<file path="src/rtl/id_ex_stage_pkg.sv">
// id_ex_stage_pkg: shared control bundle, register/ALU constants and operand helpers for the ID/EX slice
package id_ex_stage_pkg;
  typedef struct packed {
    logic       reg_write;
    logic       mem_read;
    logic       mem_write;
    logic       mem_to_reg;
    logic       alu_src;
    logic       reg_dst;
    logic [2:0] alu_op;
  } ctrl_t;
  localparam ctrl_t CTRL_NOP = '0;
  localparam logic [4:0] REG_ZERO = 5'd0;
  localparam logic [2:0] ALU_ADD = 3'd0;
  localparam logic [2:0] ALU_SUB = 3'd1;
  localparam logic [2:0] ALU_RTYPE = 3'd2;
  localparam logic [2:0] ALU_OR = 3'd3;
  localparam logic [2:0] ALU_SLT = 3'd4;
  function automatic logic is_load(input ctrl_t c);
    return c.mem_read;
  endfunction
endpackage

</file>
<file path="src/rtl/id_ex_stage_if.sv">
// id_ex_stage_if: ID-side operands/control in, EX-side registered operands and hazard outputs back
interface id_ex_stage_if #(
  parameter int DATA_W = 32,
  parameter int REG_AW = 5,
  parameter int CNT_W = 16
);
  import id_ex_stage_pkg::*;
  logic              id_valid;
  logic [REG_AW-1:0] id_rs;
  logic [REG_AW-1:0] id_rt;
  logic [REG_AW-1:0] id_rd;
  logic              id_uses_rt;
  logic [DATA_W-1:0] id_rdata1;
  logic [DATA_W-1:0] id_rdata2;
  logic [DATA_W-1:0] id_imm;
  ctrl_t             id_ctrl;
  logic              flush;
  logic              ex_valid;
  logic [REG_AW-1:0] ex_rs;
  logic [REG_AW-1:0] ex_rt;
  logic [REG_AW-1:0] ex_dest;
  logic [DATA_W-1:0] ex_rdata1;
  logic [DATA_W-1:0] ex_rdata2;
  logic [DATA_W-1:0] ex_imm;
  ctrl_t             ex_ctrl;
  logic              stall;
  logic              pc_write;
  logic              if_id_write;
  logic [CNT_W-1:0]  stall_cnt;
  modport master (
    output id_valid, id_rs, id_rt, id_rd, id_uses_rt, id_rdata1, id_rdata2, id_imm, id_ctrl, flush,
    input  ex_valid, ex_rs, ex_rt, ex_dest, ex_rdata1, ex_rdata2, ex_imm, ex_ctrl,
    input  stall, pc_write, if_id_write, stall_cnt
  );
  modport slave (
    input  id_valid, id_rs, id_rt, id_rd, id_uses_rt, id_rdata1, id_rdata2, id_imm, id_ctrl, flush,
    output ex_valid, ex_rs, ex_rt, ex_dest, ex_rdata1, ex_rdata2, ex_imm, ex_ctrl,
    output stall, pc_write, if_id_write, stall_cnt
  );
endinterface

</file>
<file path="src/rtl/id_ex_stage_load_use_detect.sv">
// load_use_detect: flags an ID instruction that reads the nonzero target of a load currently in EX
module load_use_detect #(
  parameter int REG_AW = 5
) (
  input  logic              id_valid_i,
  input  logic [REG_AW-1:0] id_rs_i,
  input  logic [REG_AW-1:0] id_rt_i,
  input  logic              id_uses_rt_i,
  input  logic              ex_valid_i,
  input  logic              ex_mem_read_i,
  input  logic [REG_AW-1:0] ex_rt_i,
  output logic              hz_o
);
  logic ex_load;
  logic reads_target;
  assign ex_load = ex_valid_i & ex_mem_read_i & (ex_rt_i != '0);
  assign reads_target = (ex_rt_i == id_rs_i) | (id_uses_rt_i & (ex_rt_i == id_rt_i));
  assign hz_o = id_valid_i & ex_load & reads_target;
endmodule

</file>
<file path="src/rtl/id_ex_stage.sv">
// id_ex_stage: ID/EX pipeline register with load-use bubble insertion, branch flush and stall counting
module id_ex_stage
  import id_ex_stage_pkg::*;
#(
  parameter int DATA_W = 32,
  parameter int REG_AW = 5,
  parameter int CNT_W = 16
) (
  input logic           clk,
  input logic           rst_n,
  id_ex_stage_if.slave  bus
);
  logic              valid_q, valid_d;
  logic [REG_AW-1:0] rs_q, rs_d;
  logic [REG_AW-1:0] rt_q, rt_d;
  logic [REG_AW-1:0] dest_q, dest_d;
  logic [DATA_W-1:0] rdata1_q, rdata1_d;
  logic [DATA_W-1:0] rdata2_q, rdata2_d;
  logic [DATA_W-1:0] imm_q, imm_d;
  ctrl_t             ctrl_q, ctrl_d;
  logic [CNT_W-1:0]  cnt_q, cnt_d;
  logic              hz;
  logic              stall;
  logic              bubble;
  load_use_detect #(.REG_AW(REG_AW)) u_hz (
    .id_valid_i   (bus.id_valid),
    .id_rs_i      (bus.id_rs),
    .id_rt_i      (bus.id_rt),
    .id_uses_rt_i (bus.id_uses_rt),
    .ex_valid_i   (valid_q),
    .ex_mem_read_i(is_load(ctrl_q)),
    .ex_rt_i      (rt_q),
    .hz_o         (hz)
  );
  // a flush squashes IF/ID anyway, so it suppresses the stall request
  assign stall = hz & ~bus.flush;
  assign bubble = bus.flush | stall;
  // next EX contents: a bubble on flush or load-use, otherwise the ID instruction
  always_comb begin
    valid_d = bubble ? 1'b0 : bus.id_valid;
    rs_d = bubble ? '0 : bus.id_rs;
    rt_d = bubble ? '0 : bus.id_rt;
    dest_d = bubble ? '0 : (bus.id_ctrl.reg_dst ? bus.id_rd : bus.id_rt);
    rdata1_d = bubble ? '0 : bus.id_rdata1;
    rdata2_d = bubble ? '0 : bus.id_rdata2;
    imm_d = bubble ? '0 : bus.id_imm;
    ctrl_d = bubble ? CTRL_NOP : bus.id_ctrl;
    cnt_d = (stall && cnt_q != '1) ? cnt_q + CNT_W'(1) : cnt_q;
  end
  // pipeline register bank and saturating stall counter
  always_ff @(posedge clk or negedge rst_n) begin
    if (!rst_n) begin
      valid_q <= 1'b0;
      rs_q <= '0;
      rt_q <= '0;
      dest_q <= '0;
      rdata1_q <= '0;
      rdata2_q <= '0;
      imm_q <= '0;
      ctrl_q <= CTRL_NOP;
      cnt_q <= '0;
    end else begin
      valid_q <= valid_d;
      rs_q <= rs_d;
      rt_q <= rt_d;
      dest_q <= dest_d;
      rdata1_q <= rdata1_d;
      rdata2_q <= rdata2_d;
      imm_q <= imm_d;
      ctrl_q <= ctrl_d;
      cnt_q <= cnt_d;
    end
  end
  assign bus.ex_valid = valid_q;
  assign bus.ex_rs = rs_q;
  assign bus.ex_rt = rt_q;
  assign bus.ex_dest = dest_q;
  assign bus.ex_rdata1 = rdata1_q;
  assign bus.ex_rdata2 = rdata2_q;
  assign bus.ex_imm = imm_q;
  assign bus.ex_ctrl = ctrl_q;
  assign bus.stall = stall;
  assign bus.pc_write = ~stall;
  assign bus.if_id_write = ~stall;
  assign bus.stall_cnt = cnt_q;
endmodule

</file>
<file path="src/flat_wrapper.sv">
// flat-port wrapper written by rule: the top's interface ports become plain ports
module id_ex_stage_flat import id_ex_stage_pkg::*;
#(
  parameter int DATA_W = 32,
  parameter int REG_AW = 5,
  parameter int CNT_W = 16
)
  (clk, rst_n, bus_id_valid, bus_id_rs, bus_id_rt, bus_id_rd, bus_id_uses_rt, bus_id_rdata1, bus_id_rdata2, bus_id_imm, bus_id_ctrl, bus_flush, bus_ex_valid, bus_ex_rs, bus_ex_rt, bus_ex_dest, bus_ex_rdata1, bus_ex_rdata2, bus_ex_imm, bus_ex_ctrl, bus_stall, bus_pc_write, bus_if_id_write, bus_stall_cnt);
  id_ex_stage_if #(.DATA_W(DATA_W), .REG_AW(REG_AW), .CNT_W(CNT_W)) bus_i ();
  input logic clk;
  input logic rst_n;
  input wire logic [$bits(bus_i.id_valid)-1:0] bus_id_valid;
  input wire logic [$bits(bus_i.id_rs)-1:0] bus_id_rs;
  input wire logic [$bits(bus_i.id_rt)-1:0] bus_id_rt;
  input wire logic [$bits(bus_i.id_rd)-1:0] bus_id_rd;
  input wire logic [$bits(bus_i.id_uses_rt)-1:0] bus_id_uses_rt;
  input wire logic [$bits(bus_i.id_rdata1)-1:0] bus_id_rdata1;
  input wire logic [$bits(bus_i.id_rdata2)-1:0] bus_id_rdata2;
  input wire logic [$bits(bus_i.id_imm)-1:0] bus_id_imm;
  input wire logic [$bits(bus_i.id_ctrl)-1:0] bus_id_ctrl;
  input wire logic [$bits(bus_i.flush)-1:0] bus_flush;
  output wire logic [$bits(bus_i.ex_valid)-1:0] bus_ex_valid;
  output wire logic [$bits(bus_i.ex_rs)-1:0] bus_ex_rs;
  output wire logic [$bits(bus_i.ex_rt)-1:0] bus_ex_rt;
  output wire logic [$bits(bus_i.ex_dest)-1:0] bus_ex_dest;
  output wire logic [$bits(bus_i.ex_rdata1)-1:0] bus_ex_rdata1;
  output wire logic [$bits(bus_i.ex_rdata2)-1:0] bus_ex_rdata2;
  output wire logic [$bits(bus_i.ex_imm)-1:0] bus_ex_imm;
  output wire logic [$bits(bus_i.ex_ctrl)-1:0] bus_ex_ctrl;
  output wire logic [$bits(bus_i.stall)-1:0] bus_stall;
  output wire logic [$bits(bus_i.pc_write)-1:0] bus_pc_write;
  output wire logic [$bits(bus_i.if_id_write)-1:0] bus_if_id_write;
  output wire logic [$bits(bus_i.stall_cnt)-1:0] bus_stall_cnt;
  assign bus_i.id_valid = bus_id_valid;
  assign bus_i.id_rs = bus_id_rs;
  assign bus_i.id_rt = bus_id_rt;
  assign bus_i.id_rd = bus_id_rd;
  assign bus_i.id_uses_rt = bus_id_uses_rt;
  assign bus_i.id_rdata1 = bus_id_rdata1;
  assign bus_i.id_rdata2 = bus_id_rdata2;
  assign bus_i.id_imm = bus_id_imm;
  assign bus_i.id_ctrl = bus_id_ctrl;
  assign bus_i.flush = bus_flush;
  assign bus_ex_valid = bus_i.ex_valid;
  assign bus_ex_rs = bus_i.ex_rs;
  assign bus_ex_rt = bus_i.ex_rt;
  assign bus_ex_dest = bus_i.ex_dest;
  assign bus_ex_rdata1 = bus_i.ex_rdata1;
  assign bus_ex_rdata2 = bus_i.ex_rdata2;
  assign bus_ex_imm = bus_i.ex_imm;
  assign bus_ex_ctrl = bus_i.ex_ctrl;
  assign bus_stall = bus_i.stall;
  assign bus_pc_write = bus_i.pc_write;
  assign bus_if_id_write = bus_i.if_id_write;
  assign bus_stall_cnt = bus_i.stall_cnt;
  id_ex_stage #(.DATA_W(DATA_W), .REG_AW(REG_AW), .CNT_W(CNT_W)) u_core (.clk(clk), .rst_n(rst_n), .bus(bus_i));
endmodule
</file>
<file path="config.mk">
export PLATFORM = sky130hd
export DESIGN_NAME = id_ex_stage_flat
export DESIGN_NICKNAME = d
export VERILOG_FILES = /design/src/rtl/id_ex_stage_pkg.sv /design/src/rtl/id_ex_stage_if.sv /design/src/rtl/id_ex_stage_load_use_detect.sv /design/src/rtl/id_ex_stage.sv /design/src/flat_wrapper.sv
export SDC_FILE = /design/constraint.sdc
export NUM_CORES = 1
export LEC_CHECK = 0
export ABC_CLOCK_PERIOD_IN_PS = 2600
export CAP_MARGIN = 20
export CORE_ASPECT_RATIO = 0.5
export CORE_MARGIN = 5
export CORE_UTILIZATION = 62
export CTS_BUF_LIST = sky130_fd_sc_hd__clkbuf_16
export CTS_CLUSTER_DIAMETER = 150
export DETAILED_ROUTE_END_ITERATION = 8
export DONT_BUFFER_PORTS = 1
export PLACE_DENSITY = 0.89
export SLEW_MARGIN = 10
export SYNTH_ARGS = -nofsm -noshare
export SYNTH_HDL_FRONTEND = slang
export SYNTH_SLANG_ARGS = --single-unit
export TNS_END_PERCENT = 10
</file>
<file path="constraint.sdc">
create_clock -name clk -period 2.6 [get_ports clk]
set_clock_uncertainty 0.2 [all_clocks]
set_input_delay 0.65 -clock clk [delete_from_list [all_inputs] [get_ports clk]]
set_output_delay 0.65 -clock clk [all_outputs]
set_load 0.005 [all_outputs]
</file>
==> metrics.csv <==
metric;value;unit
status;finished with violations;
failing checks;hold timing, setup timing;
Yosys warnings;0;
Sink Count;137;
Final WS setup;-0.02813;ns
Pleak;2.581;nW
Layout area overhead;14.16;%
Synth Instances;364;
die height;72.89;um
mean post-synth cell area;13.47;um2
commonest non-fill, non-tap cell in the layout;dfrtp_1;
Die ar.;9897;um2
Post-DP HPWL;8274;um
Final Wtd Congestion;0.8154;
Finished Layout Cells;490;
Clk Latency, worst-skew pair;0.39;ns
Pwr Density;855.9;nW/um2
synthesized cell area;4905;um2
starting density of the core;65.27;%
Top FF cell, synth;dfrtp_1;
met1 wire length;3617;um
Post-Place Cell Area;4985;um2
Vias;2663;
CTS tree;yes;
Core Region;7515;um2
number of H-tree levels;4;
DRC viols;0;
vias in the first global route;2923;
Final ANT Viol Nets;0;
# setup viols final;1;
unrepaired setup endpoints after global routing;true;
initial antenna violation count;0;
Root Driver;clkbuf_16;
Pre-antenna DRT Iters;4;
WL final;11350;um
Rel. slew slack;50.37;%
CTS Buf Count;17;
post-layout instance area;5599;um2
Die Wd;135.8;um
Vias/cell;5.435;
final slew viol count;0;
number of DRC markers in iteration 0;150;
pin count of the biggest net entering global routing;138;
clock-pin transition on the worst setup and hold timing paths;0.06;ns
commonest cells after routing, fill and taps aside;dfrtp_1 (136), and2_1 (117), xnor2_1 (24), clkbuf_16 (17), nand4_1 (12);
Worst VDD drop;0.5991;mV
NumNets Final;495;
Tmin final;2.628;ns
Setup crit end kind;primary output;
Ports;265;
Hold Slack;-0.2527;ns
Synth async-reset ratio;100.0;%
metal3 WL;1043;um
Hold Violations, Final;137;
number of post-CTS setup repair buffers;0;
Antenna Cells;0;
number of port buffers;0;
Distinct cells, synth;31;
max cap viols;0;
part of the Yosys area used for sequential elements;69.90;%
placed insts;458;
Post-synth EDFFs;0;
WP data required;1.75;ns
DR top layer;met4;
Setup WS pre-CTS;0.2218;ns
critical path class;reg -> out;
Total Routing Usage GR;23.11;%
final period utilization;101.1;%
CP arrival;1.78;ns
Synthesized Nets;490;
Met2 Wirelength;6527;um
startpoint types;flop;
first-pass GRT wire length;16660;um
Worst Setup SP;u_core.bus.ex_rt[2];
GRT overflow;0;
fraction of layout cells with a size suffix above 1;11.78;%
Peak Freq;380.5;MHz
HP Class;in -> async;
FF+latch count, synth;137;
Slew @ Worst Pin;0.7394;ns
clock buffer depth;2;
wire per inst;23.17;um
worst-path maximum fanout;4;
Reg-to-Reg Start;u_core.bus.stall_cnt[13];
Std-Cell Rows;22;
[cells in the mapped netlist, drive strengths merged (5+ instances only)]
library cell	count	area, um2
mux2i	5	50.05
nor2	6	22.52
nand3	7	35.03
nand4	12	75.07
dfrtp	137	3428
nand2	11	41.29
and2	117	732.0
clkbuf	13	60.05
buf	5	37.53
nor2b	5	31.28
xnor2	24	210.2
[sequential cells by signal, indices dropped and copies added (netlist names)]
name and flops:
u_core.bus.ex_rdata2 32, u_core.bus.ex_imm 32, u_core.bus.ex_rs 5, u_core.bus.stall_cnt 16
u_core.bus.ex_valid 1, u_core.bus.ex_ctrl 9, u_core.bus.ex_dest 5, u_core.bus.ex_rt 5
u_core.bus.ex_rdata1 32
[final timing paths]
kind                                            endpoint  slack (ns)  cells past startpoint
worst max-delay path                           bus_stall       -0.03                      5
worst min-delay path            u_core.bus.stall_cnt[14]       -0.25                      0
worst max register to register   u_core.bus.stall_cnt[1]        0.28                      5
worst min register to register  u_core.bus.stall_cnt[15]        0.33                      1
max in group asynchronous            u_core.bus.ex_rt[2]        2.26                      0
min in group clk                 u_core.bus.ex_rdata1[6]        0.17                      1
[power breakdown]
group	total (W)	leakage (nW)	internal, W	switching (W)
registers	0.00230	1.78	0.00223	0.0000721
clock network	0.00235	0.289	0.00143	0.000921
logic	0.000135	0.510	0.0000723	0.0000622
[what timing repair did]
| action | in CTS | in global routing |
|---|---|---|
| pin swaps | 1 | 0 |
| endpoints found under the hold margin | 137 | 137 |
| setup endpoints to repair | 3 | 3 |
| gates resized for setup | 6 | 2 |
[kinds of logic after synthesis]
logic type      after synthesis  synth area share, %
compound gates                7                1.250
xor+xnor                     24                4.286
simple gates                169                20.92
flops                       137                69.90
mux                           6                1.250
fa+ha+maj                     1               0.2551
buf+inv                      20                2.143
[final cells by class]
| cell class | count | area (um2) |
|---|---|---|
| clock buffer | 17 | 425.4 |
| clock inverter | 15 | 167.7 |
| fill | 485 | 1916 |
| inverter | 2 | 7.507 |
| multi-input combinational | 207 | 1391 |
| sequential | 137 | 3430 |
| tap | 108 | 135.1 |
| timing repair buffer | 4 | 42.54 |
[critical path, stage by stage, from the launching register on]
cell and delay [ns]:
dfrtp_2 0.44, or4_4 0.57, o21ai_4 0.15, nor2_2 0.06, nand2_2 0.12, inv_2 0.05
[per-stage QoR]
stage	setup TNS, ns	util [%]	total power [W]	hold WS (ns)
2_1_floorplan	0	-	0.002429	0.1544
3_3_place_gp	0	66.33	0.002464	0.1576
3_5_place_dp	0	66.33	0.002476	0.1576
4_1_cts	-0.04580	74.39	0.004843	-0.2704
5_1_grt	-0.1721	74.51	0.004967	-0.2808
6_report	-0.02813	74.51	0.004792	-0.2527
[per-layer routing]
layer | global-route usage, % | vias to the layer above
met5 | 0 | -
li1 | - | 1174
met3 | 10.88 | 15
met4 | 7.598 | 0
met2 | 43.67 | 136
met1 | 22.60 | 1338
Power figures use the tool's default switching activity.
